<file path="src/rtl/dds_pkg.sv">
// Shared types and helpers for the DDS sweep controller.
package dds_pkg;

  localparam int unsigned FW_W_DEF = 32;
  localparam int unsigned PW_W_DEF = 12;

  typedef enum logic [1:0] {
    StIdle,
    StRun,
    StGap
  } dds_state_e;

  // Zero-valued lengths and counts behave as one.
  function automatic logic [31:0] clamp_min1(input logic [31:0] v);
    return (v == 32'd0) ? 32'd1 : v;
  endfunction

endpackage

</file>
<file path="src/rtl/dds_down_timer.sv">
// Loadable down-counter; expire_o is high during the final counted cycle.
module dds_down_timer #(
  parameter int unsigned W = 16
) (
  input  logic         Clk,
  input  logic         Rst_n,
  input  logic         load_i,
  input  logic         en_i,
  input  logic [W-1:0] load_val_i,
  output logic         expire_o
);

  logic [W-1:0] cnt_q, cnt_d;
  logic         expire_q;

  always_comb begin
    cnt_d = cnt_q;
    if (load_i) begin
      cnt_d = load_val_i;
    end else if (en_i && (cnt_q != '0)) begin
      cnt_d = cnt_q - W'(1);
    end
  end

  always_ff @(posedge Clk or negedge Rst_n) begin
    if (!Rst_n) begin
      cnt_q    <= '0;
      expire_q <= 1'b0;
    end else begin
      cnt_q    <= cnt_d;
      expire_q <= (cnt_d == W'(1));
    end
  end

  assign expire_o = expire_q;

endmodule

</file>
<file path="src/rtl/dds_sweep_ctrl.sv">
// Stepped-frequency burst sequencer driving the DDS frequency/phase words and enable.
module dds_sweep_ctrl
  import dds_pkg::*;
#(
  parameter int unsigned FW_W  = FW_W_DEF,
  parameter int unsigned PW_W  = PW_W_DEF,
  parameter int unsigned GAP_W = 24
) (
  input  logic            Clk,
  input  logic            Rst_n,
  input  logic            Start,
  input  logic            Abort,
  input  logic [FW_W-1:0] F_Start,
  input  logic [FW_W-1:0] F_Step,
  input  logic [15:0]     Step_Len,
  input  logic [15:0]     Step_Num,
  input  logic [7:0]      Burst_Num,
  input  logic [GAP_W-1:0] Gap_Len,
  input  logic [PW_W-1:0] P_Offset,
  output logic            EN,
  output logic [FW_W-1:0] Fword,
  output logic [PW_W-1:0] Pword,
  output logic            Busy,
  output logic            Done
);

  dds_state_e       state_q;
  logic             en_q, busy_q, done_q;
  logic [FW_W-1:0]  fword_q, f_start_q, f_step_q;
  logic [PW_W-1:0]  pword_q;
  logic [15:0]      step_len_q, step_num_q, step_cnt_q;
  logic [7:0]       burst_cnt_q;
  logic [GAP_W-1:0] gap_len_q;

  logic [15:0]      step_len_c, step_num_c, step_load_val;
  logic [7:0]       burst_num_c;
  logic [GAP_W-1:0] gap_len_c;
  logic             step_exp, gap_exp;
  logic             accept, step_end, gap_end, more_steps, more_bursts;
  logic             step_load, gap_load;

  assign step_len_c  = 16'(clamp_min1(32'(Step_Len)));
  assign step_num_c  = 16'(clamp_min1(32'(Step_Num)));
  assign burst_num_c = 8'(clamp_min1(32'(Burst_Num)));
  assign gap_len_c   = GAP_W'(clamp_min1(32'(Gap_Len)));

  assign accept      = (state_q == StIdle) && Start && !Abort;
  assign step_end    = (state_q == StRun) && step_exp && !Abort;
  assign gap_end     = (state_q == StGap) && gap_exp && !Abort;
  assign more_steps  = step_cnt_q > 16'd1;
  assign more_bursts = burst_cnt_q > 8'd1;

  // On accept the shadows are not yet valid, so load straight from the inputs.
  assign step_load     = accept || (step_end && more_steps) || gap_end;
  assign step_load_val = accept ? step_len_c : step_len_q;
  assign gap_load      = step_end && !more_steps && more_bursts;

  dds_down_timer #(
    .W (16)
  ) u_step_timer (
    .Clk        (Clk),
    .Rst_n      (Rst_n),
    .load_i     (step_load),
    .en_i       (state_q == StRun),
    .load_val_i (step_load_val),
    .expire_o   (step_exp)
  );

  dds_down_timer #(
    .W (GAP_W)
  ) u_gap_timer (
    .Clk        (Clk),
    .Rst_n      (Rst_n),
    .load_i     (gap_load),
    .en_i       (state_q == StGap),
    .load_val_i (gap_len_q),
    .expire_o   (gap_exp)
  );

  always_ff @(posedge Clk or negedge Rst_n) begin
    if (!Rst_n) begin
      state_q     <= StIdle;
      en_q        <= 1'b0;
      busy_q      <= 1'b0;
      done_q      <= 1'b0;
      fword_q     <= '0;
      pword_q     <= '0;
      f_start_q   <= '0;
      f_step_q    <= '0;
      step_len_q  <= '0;
      step_num_q  <= '0;
      step_cnt_q  <= '0;
      burst_cnt_q <= '0;
      gap_len_q   <= '0;
    end else begin
      done_q <= 1'b0;
      if (Abort) begin
        state_q <= StIdle;
        en_q    <= 1'b0;
        busy_q  <= 1'b0;
      end else begin
        unique case (state_q)
          StIdle: begin
            if (Start) begin
              f_start_q   <= F_Start;
              f_step_q    <= F_Step;
              step_len_q  <= step_len_c;
              step_num_q  <= step_num_c;
              gap_len_q   <= gap_len_c;
              pword_q     <= P_Offset;
              fword_q     <= F_Start;
              step_cnt_q  <= step_num_c;
              burst_cnt_q <= burst_num_c;
              state_q     <= StRun;
              en_q        <= 1'b1;
              busy_q      <= 1'b1;
            end
          end
          StRun: begin
            if (step_exp) begin
              if (more_steps) begin
                fword_q    <= fword_q + f_step_q;
                step_cnt_q <= step_cnt_q - 16'd1;
              end else if (more_bursts) begin
                burst_cnt_q <= burst_cnt_q - 8'd1;
                fword_q     <= f_start_q;
                state_q     <= StGap;
                en_q        <= 1'b0;
              end else begin
                state_q <= StIdle;
                en_q    <= 1'b0;
                busy_q  <= 1'b0;
                done_q  <= 1'b1;
              end
            end
          end
          StGap: begin
            if (gap_exp) begin
              step_cnt_q <= step_num_q;
              state_q    <= StRun;
              en_q       <= 1'b1;
            end
          end
          default: begin
            state_q <= StIdle;
            en_q    <= 1'b0;
            busy_q  <= 1'b0;
          end
        endcase
      end
    end
  end

  assign EN    = en_q;
  assign Fword = fword_q;
  assign Pword = pword_q;
  assign Busy  = busy_q;
  assign Done  = done_q;

endmodule

</file>
<file path="config.mk">
export PLATFORM = sky130hd
export DESIGN_NAME = dds_sweep_ctrl
export DESIGN_NICKNAME = d
export VERILOG_FILES = /design/src/rtl/dds_pkg.sv /design/src/rtl/dds_down_timer.sv /design/src/rtl/dds_sweep_ctrl.sv
export SDC_FILE = /design/constraint.sdc
export NUM_CORES = 1
export LEC_CHECK = 0
export BUFFER_PORTS_ARGS = -buffer_cell sky130_fd_sc_hd__clkbuf_2
export CORE_ASPECT_RATIO = 1.25
export CORE_MARGIN = 2
export CORE_UTILIZATION = 52
export DETAILED_ROUTE_END_ITERATION = 10
export PLACE_DENSITY_LB_ADDON = 0.2
export SLEW_MARGIN = 20
export SYNTH_ARGS = -nofsm -noshare
export SYNTH_HDL_FRONTEND = slang
export SYNTH_SLANG_ARGS = --single-unit
</file>
<file path="constraint.sdc">
create_clock -name Clk -period 3.6 [get_ports Clk]
set_clock_uncertainty 0.05 [all_clocks]
set_input_delay 0.36 -clock Clk [delete_from_list [all_inputs] [get_ports Clk]]
set_output_delay 0.36 -clock Clk [all_outputs]
set_load 0.02 [all_outputs]
</file>
==> impl_metrics.toml, run 1 <==
[cells_and_area]
mostFrequentLayoutCells = "dfrtp_1, clkbuf_2, mux2_2"
area_growth_pct = 19.2
nFillCells = 2002
seq_area_um2 = 5860
multiInputGateArea_um2 = 6530
drive_gt1_share_pct = 29.6
instances_no_fill = 1783
fin_nets = 1625
post-route-util_pct = 63.3
final_common_cell = "dfrtp_1"
final_cell_area_um2 = 15100

[setup_path]
crit_end = "u_gap_timer.expire_o"
cpMostUsedCell = "or4_1"
cpPeakStageDelay_ns = 0.58
slowest_stage = "or4_4"
worstPathCellList = "or4_4, or3_1, or4_1, a21oi_1, o21ai_0, or4_1, or4_1, nor4_1"
ff2ff_setup_slack_ns = 0.18
path_class = "reg -> reg"
r2r_start = "u_gap_timer.cnt_q[2]"
worstPathRequired_ns = 3.98
r2r-end = "u_gap_timer.expire_o"
startpoint = "u_gap_timer.cnt_q[2]"
crit_fanout = 5
cp-end-kind = "flop"
worstPathArrival_ns = 3.80
cp-start-kind = "flop"
reg2regPathDepth = 8

[grt]
use_met3_pct = 4.27
grt_start_max_net_pins = 74
grtUsageTotal_pct = 23.9
grt-ovfl-total = 0
grt-busiest-layer = "met2"
grt_pass1_wl_mm = 49.6
grt.met1_usage_pct = 29.7
grt_use_met2_pct = 42.5
antenna_found_initial = 3
grt_pass1_vias = 10200

[die]
die_y_um = 178
placementRows = 63
core_area_um2 = 23800
dieWidth_um = 143
io_pins = 191
start_util_pct = 53.1
die_area_um2 = 25600

[synthesis]
synthesis.area_um2 = 12600
synth_enable_flop_cells = 0
synth_seq_cells = 234
synth_area_per_cell_um2 = 10.2
synthesis.nets = 1423
synth-warning-count = 0
ys_types = 67
synth_flop_cell = "dfrtp_1"
yosysSeqAreaShare_pct = 46.3
synth-async-reset-ratio_pct = 100
synthCells = 1236

[routing]
ant_nets = 0
finalWirelength_mm = 30.4
dr.pass1.iters = 4
via_per_inst = 5.66
drtIter0Drc = 369
vias = 10100
drc = 0
wire_per_inst_um = 17.1

[timing]
min_period_ns = 3.42
worst_hold_slack_ns = 0.0177
rsz0062_at_grt = "true"
finalCritPeriodShare_pct = 94.9
setup_slack_ns = 0.182
maxSlewHeadroom_pct = 42.0
finalSetupViolations = 0
final-hold-violation-count = 0
finalMaxSlewViolations = 0
max_slew.worst_pin.slew_ns = 0.870
max_freq_mhz = 293
tns_ns = 0

[cts]
cts.sinks = 234
cts_tree = "done"
clock-root-buffer = "clkbuf_16"
clk_path_buf_depth = 3
h-tree-depth = 1
clk_pin_slew_ns = 0.06
insertion_delay_ns = 0.53
cts_buffers = 25

[min_path]
min_path_type = "in -> reg"

[placement]
dpl.hpwl_mm = 22.0
dpl.cell_count = 1726
gp_congestion = 0.872
placed_cell_area_um2 = 14100
place_ws_ns = 0.0649
port_buffers = 190

[power_and_ir_drop]
p_total_mw = 12.9
ir_drop_mv = 0.586
power-per-cell-area_nw_per_um2 = 859
p_leak_nw = 6.55

[outcome]
outcome = "finished clean"

[flow_run]
cap_violations = 0
==> per-layer routing <==
metal	wire, µm	up-vias	share of wire (%)
li1	-	4920	-
met1	12800	4885	42
met2	15200	236	50
met3	1640	54	5.4
met4	773	2	2.5
met5	13	-	0.043
==> power by group <==
group          total [mW]  switching, mW  internal (mW)
Combinational        5.79           3.15           2.64
Sequential           4.51          0.798           3.71
Clock                2.65           1.08           1.58
==> kinds of logic after synthesis <==
group	synth area share, %
compound gates	14.5
xor+xnor	4.64
fa+ha+maj	4.31
buf+inv	2.46
flops	46.3
mux	13.3
simple gates	14.5
==> cell type report <==
class                           instances  area share, %
Clock buffer                           31           4.57
Multi-Input combinational cell        920           43.4
Sequential cell                       234           38.9
Clock inverter                         15           1.10
Inverter                               26          0.648
Timing Repair Buffer                  231           8.75
Antenna cell                            1         0.0166
Tap cell                              325           2.70
==> timing repair <==
item / 4_1_cts / 5_1_grt
hold buffers: 10 / 0
setup endpoints to repair: 0 / 3
buffers inserted: 0 / 0
endpoints found under the hold margin: 76 / 0
resized for setup: 0 / 5
==> worst min-delay path by stage <==
stage / from / end / slack [ns] / cells after the start
finish: F_Step[7] / f_step_q[7] / 0.02 / 2
global route: P_Offset[7] / Pword[7] / 0.002 / 2
CTS: P_Offset[10] / Pword[10] / 0.0002 / 2
detailed placement: Rst_n / gap_len_q[3] / 0.31 / 1
global placement: Rst_n / gap_len_q[3] / 0.31 / 1
floorplan: Rst_n / Busy / 0.01 / 0
==> flip-flops by register name, summed over array words and instances (netlist names) <==
| name | cells |
|---|---|
| Busy | 1 |
| Done | 1 |
| Fword | 32 |
| Pword | 12 |
| burst_cnt_q | 8 |
| f_start_q | 32 |
| f_step_q | 32 |
| gap_len_q | 24 |
| state_q | 2 |
| step_cnt_q | 16 |
| step_len_q | 16 |
| step_num_q | 16 |
| u_gap_timer.cnt_q | 24 |
| u_gap_timer.expire_o | 1 |
| u_step_timer.cnt_q | 16 |
| u_step_timer.expire_o | 1 |
==> synth_stat cells, types with 7 or more instances <==
library cell / instances / area share [%]
nand3_1: 26 / 1.0
or3_1: 17 / 0.84
a21oi_1: 62 / 2.5
o211ai_1: 31 / 1.8
nor2b_1: 9 / 0.45
a211oi_1: 8 / 0.48
nor3_1: 31 / 1.2
dfrtp_1: 234 / 46
xor2_1: 30 / 2.1
nand2b_1: 7 / 0.35
nor2_1: 54 / 1.6
a31oi_1: 9 / 0.45
a21o_1: 13 / 0.77
o21ai_0: 112 / 4.4
xnor2_1: 37 / 2.6
and3_1: 13 / 0.64
nand2_1: 134 / 4.0
o22ai_1: 7 / 0.35
clkbuf_1: 49 / 1.5
mux2_2: 144 / 13
inv_1: 26 / 0.77
nor4_1: 28 / 1.4
ha_1: 42 / 4.2
or4_1: 10 / 0.59
==> worst max-delay path, delay by kind of cell (launching register included) <==
family / cells / cell delay (ns)
and+or+nand+nor: 6 / 2.54
DFF: 1 / 0.43
AOI/OAI and AO/OA: 2 / 0.29
Power figures use the tool's default switching activity.
==> run 2, diff against run 1 <==
==> constraint.sdc (replaced) <==
create_clock -name Clk -period 3.6 [get_ports Clk]
set_clock_uncertainty 0.05 [all_clocks]
set_input_delay 0.18 -clock Clk [delete_from_list [all_inputs] [get_ports Clk]]
set_output_delay 0.18 -clock Clk [all_outputs]
set_load 0.02 [all_outputs]
==> impl_metrics.toml, run 2 (synthesis results as in run 1) <==
[cells_and_area]
fin_nets = 1759
final_cell_area_um2 = 16300
mostFrequentLayoutCells = "dfrtp_1, clkbuf_2, mux2_2"
drive_gt1_share_pct = 26.6
area_growth_pct = 29.1
final_common_cell = "dfrtp_1"
post-route-util_pct = 68.6

[timing]
setup_slack_ns = 0.128
finalCritPeriodShare_pct = 96.4
max_slew.worst_pin.slew_ns = 0.892
min_period_ns = 3.47
maxSlewHeadroom_pct = 40.6
rsz0062_at_grt = "true"
finalMaxSlewViolations = 0
finalSetupViolations = 0
worst_hold_slack_ns = 0.0268
final-hold-violation-count = 0
max_freq_mhz = 288

[die]
placementRows = 63
dieWidth_um = 143
start_util_pct = 53.1
die_area_um2 = 25600
die_y_um = 178
io_pins = 191
core_area_um2 = 23800

[grt]
antenna_found_initial = 1
grt-ovfl-total = 0
grt_pass1_vias = 11100
grtUsageTotal_pct = 26.2
grt_start_max_net_pins = 104
grt_pass1_wl_mm = 54.2

[flow_run]
cap_violations = 0

[cts]
cts_tree = "done"
clk_path_buf_depth = 3
clk_pin_slew_ns = 0.06
clock-root-buffer = "clkbuf_16"
h-tree-depth = 1
cts_buffers = 25
cts.sinks = 234
insertion_delay_ns = 0.52

[setup_path]
r2r_start = "step_cnt_q[11]"
crit_fanout = 9
cp-start-kind = "flop"
ff2ff_setup_slack_ns = 0.13
startpoint = "step_cnt_q[11]"
cpPeakStageDelay_ns = 0.51
crit_end = "u_gap_timer.expire_o"
worstPathRequired_ns = 3.96
cp-end-kind = "flop"
r2r-end = "u_gap_timer.expire_o"
path_class = "reg -> reg"
crit_family = "simple AND/OR/NAND/NOR gates"
worstPathCellList = "or3_4, nor4_4, nand4_2, nor4_4, o21ai_1, or4_1, or4_1, nor4_1"
slowest_stage = "or4_1"
worstPathArrival_ns = 3.83
worst-path-buf-inv = 0
reg2regPathDepth = 8
crit_cells = 8

[routing]
drtIter0Drc = 348
dr.pass1.iters = 4
finalWirelength_mm = 32.9
ant_nets = 0
vias = 10700
via_per_inst = 5.59
drc = 0
wire_per_inst_um = 17.2

[power_and_ir_drop]
p_total_mw = 13.0
p_sw_mw = 5.02
seqPwrFrac_pct = 34.7
p_leak_nw = 7.07
internal_power_mw = 8.01
p_sw_share_pct = 38.6
ir_drop_mv = 0.612
pwr-share-comb_pct = 45.7
power-per-cell-area_nw_per_um2 = 798
clkPwrFrac_pct = 19.6

[placement]
dpl.hpwl_mm = 22.2
gp_congestion = 0.874
place_ws_ns = 0.0911
port_buffers = 190
placed_cell_area_um2 = 14100

[min_path]
hp-start = "Step_Len[0]"
min_path_type = "in -> reg"

[outcome]
outcome = "finished clean"
[run 2: per-stage QoR]
stage          instances  setup TNS, ns
3_5_place_dp        1728              0
5_1_grt             1909        -0.0668
6_report            1909              0
3_3_place_gp        1728              0
4_1_cts             1908              0
2_1_floorplan       1236              0
[run 2: metal layers]
layer	routed length (µm)	track usage [%]
met1	13400	32.4
met2	16700	46.7
met3	1580	3.76
met4	1140	9.44
met5	0	0
[run 2: power by group through the flow]
stage / combinational (mW) / clock, mW / sequential, mW
3_3_place_gp: 5.67 / 0 / 4.50
6_report: 5.95 / 2.56 / 4.52
3_5_place_dp: 5.77 / 0 / 4.55
5_1_grt: 6.69 / 2.73 / 4.66
2_1_floorplan: 4.08 / 0 / 4.60
4_1_cts: 5.94 / 2.62 / 4.51
[run 2: final cells by class]
class / instances / area (µm²)
diodes: 1 / 2.50
clock buffers: 33 / 696
clock inverters: 5 / 100
fillers: 1842 / 7480
inverters: 26 / 97.6
multi-input cells: 920 / 6520
flip-flops and latches: 234 / 5860
well taps: 325 / 407
repair buffers: 365 / 2650
[run 2: worst register-to-register path, stage by stage (launching register included)]
cell and delay (ns):
dfrtp_1 0.43, or3_4 0.44, nor4_4 0.32, nand4_2 0.18, nor4_4 0.48, o21ai_1 0.19
or4_1 0.51, or4_1 0.48, nor4_1 0.29
[run 2: how the worst min path moves through the flow]
stage	endpoint	slack [ns]	cells after the start
finish	step_len_q[0]	0.03	3
global placement	gap_len_q[3]	0.23	1
floorplan	Busy	-0.17	0
detailed placement	gap_len_q[4]	0.22	1
global route	step_len_q[0]	0.02	3
CTS	step_len_q[0]	0.003	3
[run 2: what timing repair did]
| action | in CTS | in global routing |
|---|---|---|
| resized for setup | 0 | 4 |
| hold buffers | 142 | 0 |
| hold endpoints to repair | 282 | 0 |
| setup buffers | 0 | 0 |
| setup endpoints to repair | 0 | 2 |
